[src/rtl/fc_seq_layer_if.sv]
// fc_seq_layer_if: control, memory-port and output-stream bundle for the fc_seq_layer engine
interface fc_seq_layer_if #(
    parameter int WORD_SIZE = 16,
    parameter int IP_SIZE   = 128,
    parameter int OP_SIZE   = 84
);
    localparam int XAW = (IP_SIZE > 1) ? $clog2(IP_SIZE) : 1;
    localparam int WAW = (OP_SIZE * IP_SIZE + OP_SIZE > 1) ? $clog2(OP_SIZE * IP_SIZE + OP_SIZE) : 1;
    localparam int IW  = (OP_SIZE > 1) ? $clog2(OP_SIZE) : 1;

    logic                 start;
    logic                 relu_en;
    logic                 busy;
    logic                 done;
    logic [XAW-1:0]       x_addr;
    logic [WORD_SIZE-1:0] x_data;
    logic [WAW-1:0]       w_addr;
    logic [WORD_SIZE-1:0] w_data;
    logic                 out_valid;
    logic                 out_ready;
    logic [WORD_SIZE-1:0] out_data;
    logic [IW-1:0]        out_idx;
    logic [IW-1:0]        argmax_idx;

    modport master (
        input  start, relu_en, x_data, w_data, out_ready,
        output busy, done, x_addr, w_addr, out_valid, out_data, out_idx, argmax_idx
    );

    modport slave (
        output start, relu_en, x_data, w_data, out_ready,
        input  busy, done, x_addr, w_addr, out_valid, out_data, out_idx, argmax_idx
    );
endinterface

[src/rtl/fc_seq_layer.sv]
// fc_seq_layer: time-multiplexed fully-connected layer with one signed MAC, optional ReLU and running argmax
module fc_seq_layer #(
    parameter int WORD_SIZE = 16,
    parameter int INT_SLICE = 8,
    parameter int IP_SIZE   = 128,
    parameter int OP_SIZE   = 84
) (
    input logic            clk,
    input logic            rst,
    fc_seq_layer_if.master fc
);
    localparam int FRAC  = WORD_SIZE - INT_SLICE;
    localparam int XAW   = (IP_SIZE > 1) ? $clog2(IP_SIZE) : 1;
    localparam int WAW   = (OP_SIZE * IP_SIZE + OP_SIZE > 1) ? $clog2(OP_SIZE * IP_SIZE + OP_SIZE) : 1;
    localparam int IW    = (OP_SIZE > 1) ? $clog2(OP_SIZE) : 1;
    localparam int ACC_W = 2 * WORD_SIZE + $clog2(IP_SIZE) + 1;

    localparam logic [XAW-1:0] K_LAST    = XAW'(IP_SIZE - 1);
    localparam logic [IW-1:0]  J_LAST    = IW'(OP_SIZE - 1);
    localparam logic [WAW-1:0] BIAS_BASE = WAW'(OP_SIZE * IP_SIZE);
    localparam logic [WAW-1:0] IP_W      = WAW'(IP_SIZE);
    localparam logic signed [ACC_W-1:0] SAT_MAX = {{(ACC_W-WORD_SIZE+1){1'b0}}, {(WORD_SIZE-1){1'b1}}};
    localparam logic signed [ACC_W-1:0] SAT_MIN = {{(ACC_W-WORD_SIZE+1){1'b1}}, {(WORD_SIZE-1){1'b0}}};

    typedef enum logic [2:0] {IDLE, BIAS, MAC, DRAIN, EMIT, DONE} state_t;

    state_t                       state_q;
    logic                         busy_q;
    logic                         done_q;
    logic                         relu_q;
    logic                         out_valid_q;
    logic signed [WORD_SIZE-1:0]  out_data_q;
    logic signed [WORD_SIZE-1:0]  max_q;
    logic [IW-1:0]                out_idx_q;
    logic [IW-1:0]                argmax_q;
    logic [IW-1:0]                j_q;
    logic [XAW-1:0]               x_addr_q;
    logic [WAW-1:0]               w_addr_q;
    logic signed [ACC_W-1:0]      acc_q;

    logic signed [2*WORD_SIZE-1:0] prod;
    logic signed [ACC_W-1:0]       bias_ext;
    logic signed [ACC_W-1:0]       acc_d;
    logic signed [ACC_W-1:0]       shifted;
    logic signed [WORD_SIZE-1:0]   sat;
    logic signed [WORD_SIZE-1:0]   act;

    // MAC datapath and the shift/saturate/ReLU applied to the final accumulation
    always_comb begin
        prod     = $signed(fc.x_data) * $signed(fc.w_data);
        bias_ext = {{(ACC_W-WORD_SIZE){fc.w_data[WORD_SIZE-1]}}, fc.w_data} <<< FRAC;
        acc_d    = acc_q + {{(ACC_W-2*WORD_SIZE){prod[2*WORD_SIZE-1]}}, prod};
        shifted  = acc_d >>> FRAC;
        sat      = shifted > SAT_MAX ? SAT_MAX[WORD_SIZE-1:0] :
                   shifted < SAT_MIN ? SAT_MIN[WORD_SIZE-1:0] : shifted[WORD_SIZE-1:0];
        act      = relu_q && sat[WORD_SIZE-1] ? '0 : sat;
    end

    // Sequencer: one neuron per BIAS/MAC/DRAIN/EMIT pass; memory data lags its address by one cycle
    always_ff @(posedge clk) begin
        if (rst) begin
            state_q     <= IDLE;
            busy_q      <= 1'b0;
            done_q      <= 1'b0;
            relu_q      <= 1'b0;
            out_valid_q <= 1'b0;
            out_data_q  <= '0;
            max_q       <= '0;
            out_idx_q   <= '0;
            argmax_q    <= '0;
            j_q         <= '0;
            x_addr_q    <= '0;
            w_addr_q    <= '0;
            acc_q       <= '0;
        end else begin
            done_q <= 1'b0;
            case (state_q)
                IDLE: begin
                    if (fc.start) begin
                        state_q  <= BIAS;
                        busy_q   <= 1'b1;
                        relu_q   <= fc.relu_en;
                        j_q      <= '0;
                        w_addr_q <= BIAS_BASE;
                    end
                end
                BIAS: begin
                    state_q  <= MAC;
                    x_addr_q <= '0;
                    w_addr_q <= WAW'(j_q) * IP_W;
                end
                MAC: begin
                    acc_q <= x_addr_q == '0 ? bias_ext : acc_d;
                    if (x_addr_q == K_LAST) begin
                        state_q  <= DRAIN;
                        x_addr_q <= '0;
                        w_addr_q <= '0;
                    end else begin
                        x_addr_q <= x_addr_q + XAW'(1);
                        w_addr_q <= w_addr_q + WAW'(1);
                    end
                end
                DRAIN: begin
                    state_q     <= EMIT;
                    out_data_q  <= act;
                    out_idx_q   <= j_q;
                    out_valid_q <= 1'b1;
                end
                EMIT: begin
                    if (fc.out_ready) begin
                        out_valid_q <= 1'b0;
                        if (j_q == '0 || out_data_q > max_q) begin
                            max_q    <= out_data_q;
                            argmax_q <= j_q;
                        end
                        if (j_q == J_LAST) begin
                            state_q <= DONE;
                            done_q  <= 1'b1;
                        end else begin
                            state_q  <= BIAS;
                            j_q      <= j_q + IW'(1);
                            w_addr_q <= BIAS_BASE + WAW'(j_q) + WAW'(1);
                        end
                    end
                end
                DONE: begin
                    state_q <= IDLE;
                    busy_q  <= 1'b0;
                end
                default: state_q <= IDLE;
            endcase
        end
    end

    assign fc.busy       = busy_q;
    assign fc.done       = done_q;
    assign fc.x_addr     = x_addr_q;
    assign fc.w_addr     = w_addr_q;
    assign fc.out_valid  = out_valid_q;
    assign fc.out_data   = out_data_q;
    assign fc.out_idx    = out_idx_q;
    assign fc.argmax_idx = argmax_q;
endmodule

[src/flat_wrapper.sv]
// flat-port wrapper written by rule: the top's interface ports become plain ports
module fc_seq_layer_flat 
#(
    parameter int WORD_SIZE = 16,
    parameter int INT_SLICE = 8,
    parameter int IP_SIZE   = 128,
    parameter int OP_SIZE   = 84
)
  (clk, rst, fc_start, fc_relu_en, fc_x_data, fc_w_data, fc_out_ready, fc_busy, fc_done, fc_x_addr, fc_w_addr, fc_out_valid, fc_out_data, fc_out_idx, fc_argmax_idx);
  fc_seq_layer_if #(.WORD_SIZE(WORD_SIZE), .IP_SIZE(IP_SIZE), .OP_SIZE(OP_SIZE)) fc_i ();
  input logic clk;
  input logic rst;
  input wire logic [$bits(fc_i.start)-1:0] fc_start;
  input wire logic [$bits(fc_i.relu_en)-1:0] fc_relu_en;
  input wire logic [$bits(fc_i.x_data)-1:0] fc_x_data;
  input wire logic [$bits(fc_i.w_data)-1:0] fc_w_data;
  input wire logic [$bits(fc_i.out_ready)-1:0] fc_out_ready;
  output wire logic [$bits(fc_i.busy)-1:0] fc_busy;
  output wire logic [$bits(fc_i.done)-1:0] fc_done;
  output wire logic [$bits(fc_i.x_addr)-1:0] fc_x_addr;
  output wire logic [$bits(fc_i.w_addr)-1:0] fc_w_addr;
  output wire logic [$bits(fc_i.out_valid)-1:0] fc_out_valid;
  output wire logic [$bits(fc_i.out_data)-1:0] fc_out_data;
  output wire logic [$bits(fc_i.out_idx)-1:0] fc_out_idx;
  output wire logic [$bits(fc_i.argmax_idx)-1:0] fc_argmax_idx;
  assign fc_i.start = fc_start;
  assign fc_i.relu_en = fc_relu_en;
  assign fc_i.x_data = fc_x_data;
  assign fc_i.w_data = fc_w_data;
  assign fc_i.out_ready = fc_out_ready;
  assign fc_busy = fc_i.busy;
  assign fc_done = fc_i.done;
  assign fc_x_addr = fc_i.x_addr;
  assign fc_w_addr = fc_i.w_addr;
  assign fc_out_valid = fc_i.out_valid;
  assign fc_out_data = fc_i.out_data;
  assign fc_out_idx = fc_i.out_idx;
  assign fc_argmax_idx = fc_i.argmax_idx;
  fc_seq_layer #(.WORD_SIZE(WORD_SIZE), .INT_SLICE(INT_SLICE), .IP_SIZE(IP_SIZE), .OP_SIZE(OP_SIZE)) u_core (.clk(clk), .rst(rst), .fc(fc_i));
endmodule
[config.mk]
export PLATFORM = sky130hd
export DESIGN_NAME = fc_seq_layer_flat
export DESIGN_NICKNAME = d
export VERILOG_FILES = /design/src/rtl/fc_seq_layer_if.sv /design/src/rtl/fc_seq_layer.sv /design/src/flat_wrapper.sv
export SDC_FILE = /design/constraint.sdc
export NUM_CORES = 1
export LEC_CHECK = 0
export CORE_ASPECT_RATIO = 0.5
export CORE_UTILIZATION = 40
export DETAILED_ROUTE_END_ITERATION = 8
export MAX_ROUTING_LAYER = met4
export PLACE_DENSITY = 0.59
export SLEW_MARGIN = 5
export SYNTH_ARGS = -nofsm -noshare
export SYNTH_HDL_FRONTEND = slang
export SYNTH_SLANG_ARGS = --single-unit
[constraint.sdc]
create_clock -name clk -period 11.2 [get_ports clk]
set_input_delay 2.24 -clock clk [delete_from_list [all_inputs] [get_ports clk]]
set_output_delay 2.24 -clock clk [all_outputs]
set_load 0.01 [all_outputs]
==> impl_metrics.py <==
metrics = {
    "outcome": {
        "run_status": "finished, final reports clean",
    },
    "setup_path": {
        "worstPathArrival_ps": 11180,
        "crit_path_frequent_cell": "fa_1",
        "worst-path-max-fanout": 10,
        "crit_cells": 34,
        "slowest_stage": "fa_1",
        "r2r_cells": 12,
        "crit_family": "adder cells",
        "crit_type": "in -> reg",
        "crit_buf_inv": 9,
        "cpPeakStageDelay_ps": 560,
        "crit_required_ps": 11540,
        "end_kind": "register",
        "critPathLaunchType": "input port",
    },
    "cells_and_area": {
        "final_cells": 3027,
        "area_growth_pct": 20.3,
        "layout-drive-gt1-share_pct": 11.9,
        "final_nets": 2867,
        "final_core_util_pct": 49.3,
    },
    "timing": {
        "final-max-slew-violation-count": 0,
        "fin_crit_sh_pct": 96.8,
        "setup_violations": 0,
        "worstMarginPinSlew_ps": 1020,
        "clock_skew_ps": 20.2,
        "period_minus_slack_ps": 10840,
        "timing_hold_violations_final": 0,
        "setup_ws_ps": 356,
        "slew_headroom_pct": 31.9,
        "max_clock_freq_mhz": 92.2,
        "tns_ps": 0,
    },
    "die": {
        "rows": 54,
        "fp.dieW_um": 302,
        "start_util_pct": 41.0,
        "dieArea_um2": 46000,
        "design.core.area_um2": 44100,
        "fp.dieH_um": 152,
        "io_pins": 91,
    },
    "place": {
        "dp_hpwl_mm": 41.5,
        "gp_congestion": 0.920,
        "numPortBuffers": 90,
        "placedCellCount": 2986,
        "post-place-ws_ps": -287,
    },
    "clocking": {
        "clock_path_buffers": 2,
        "htree_levels": 4,
        "cts.sinks": 121,
        "cts-root-buf": "clkbuf_16",
        "cts_made_buffers": 17,
        "clk_latency_ps": 420,
        "hold_buffers": 0,
        "cts_tree": "done",
        "clk_pin_slew_ps": 60,
    },
    "logic_synthesis": {
        "ys_seq_elements": 121,
        "synth_cells": 2197,
        "async_reset_ff_share_pct": 0,
        "yosysUniqueCellTypes": 75,
        "syn_area_um2": 18000,
        "yosysWarnings": 0,
        "synthFlopType": "dfxtp_1",
        "avgSynthCellArea_um2": 8.21,
        "yosysSeqAreaShare_pct": 13.4,
        "synth_nets": 2640,
        "synth-edff-count": 0,
    },
    "detailed_routing": {
        "routed-wl-met3_mm": 2.34,
        "detail_route.vias_per_cell": 5.17,
        "route.met2.wl_mm": 22.4,
        "ant_nets": 0,
        "routed.top_layer": "met4",
        "drc": 0,
        "vias": 15600,
        "drtPass1Iterations": 5,
        "wl_per_cell_um": 16.7,
        "drt_iter0_drc": 1050,
        "wirelength_mm": 50.6,
        "wl_met1_mm": 25.1,
    },
    "grt": {
        "grtUsageTotal_pct": 23.8,
        "overflow": 0,
        "grt_pass1_vias": 15600,
        "grt_max_degree": 60,
        "grt_pass1_wl_mm": 84.7,
        "antenna_found_initial": 2,
    },
    "hold_path": {
        "whs_path_depth": 2,
        "hp-class": "reg -> reg",
    },
    "job": {
        "maxCapViolations": 0,
    },
}
[what timing repair did]
item | 4_1_cts | 5_1_grt
endpoints found under the setup margin | 0 | 17
resized for setup | 0 | 58
endpoints found under the hold margin | 0 | 0
setup buffers | 0 | 5
[metrics by stage]
stage	instance area (µm²)	hold WS, ps
detailed placement	20900	457
global placement	20900	445
floorplan	18000	436
global route	21700	479
CTS	21500	466
finish	21700	462
[area by class of cell]
class	count	area [µm²]
fill	4277	22400
antenna	2	5.00
tap	588	736
inverter	356	1340
timing repair buffer	304	2570
clock inverter	12	90.1
sequential	121	2420
clock buffer	20	457
multi-input combinational	1624	14100
[logic make-up (layout without fill, tap and decap cells)]
logic type               after synthesis  count (layout)  synth area share, %
XOR/XNOR                              69              69                 3.35
adder cells (fa/ha/maj)              406             406                 39.1
AO/OA/AOI/OAI                        384             384                 13.8
other                                  0               2                    0
flip-flops                           121             121                 13.4
AND/OR/NAND/NOR                      737             737                 19.3
buffers and inverters                452             692                 9.47
multiplexers                          28              28                 1.55
[tightest hold or removal path, delay by kind of cell (launching register included)]
kind	cells	cell delay [ps]
AOI/OAI and AO/OA	1	50
DFF	1	320
and+or+nand+nor	1	50
[registers in the layout (all words and copies together) (netlist names)]
register and count:
u_core.acc_q 40, u_core.fc.out_data 16, u_core.max_q 16, u_core.fc.w_addr 14
u_core.fc.argmax_idx 7, u_core.fc.out_idx 7, u_core.fc.x_addr 7, u_core.j_q 7
u_core.state_q 3, u_core.fc.busy 1, u_core.fc.done 1, u_core.fc.out_valid 1
u_core.relu_q 1
[per-layer routing]
| metal | up-vias | global-route usage (%) |
|---|---|---|
| li1 | 7587 | - |
| met5 | - | - |
| met2 | 406 | 35.6 |
| met4 | 0 | 4.36 |
| met1 | 7604 | 34.6 |
| met3 | 45 | 2.88 |
[path summary, 6_finish.rpt]
| path | slack (ps) | from | to |
|---|---|---|---|
| worst max-delay path | 360 | fc_x_data[15] | u_core.fc.out_data[2]$_SDFFE_PP0P_ |
| worst min-delay path | 460 | u_core.acc_q[0]$_SDFFE_PP0P_ | u_core.acc_q[0]$_SDFFE_PP0P_ |
| worst max register to register | 7410 | u_core.acc_q[9]$_SDFFE_PP0P_ | u_core.fc.out_data[2]$_SDFFE_PP0P_ |
| worst min register to register | 460 | u_core.acc_q[0]$_SDFFE_PP0P_ | u_core.acc_q[0]$_SDFFE_PP0P_ |
[synthesized netlist by cell type, drive strengths merged, types with 20 or more instances]
master	instances	share of area [%]
a21oi	140	3.9
and2	133	4.6
and3	20	0.72
clkbuf	89	1.9
dfxtp	121	13
fa	263	29
ha	143	9.9
inv	356	7.4
mux2i	28	1.6
nand2	260	5.4
nand3	23	0.64
nor2	183	3.8
nor3	37	1.0
o21ai	65	1.8
xnor2	54	2.6
[cells in the final DEF (no fill, tap or decap), types with 86 or more instances in the layout]
cell / instances
inv_1: 354
fa_1: 262
nand2_1: 260
buf_4: 206
nor2_1: 179
ha_1: 142
a21oi_1: 132
and2_1: 130
dfxtp_1: 121
clkdlybuf4s50_1: 86
Power is not shown: default switching activity piles up to over one toggle a cycle in this logic, so the estimate is an artifact.
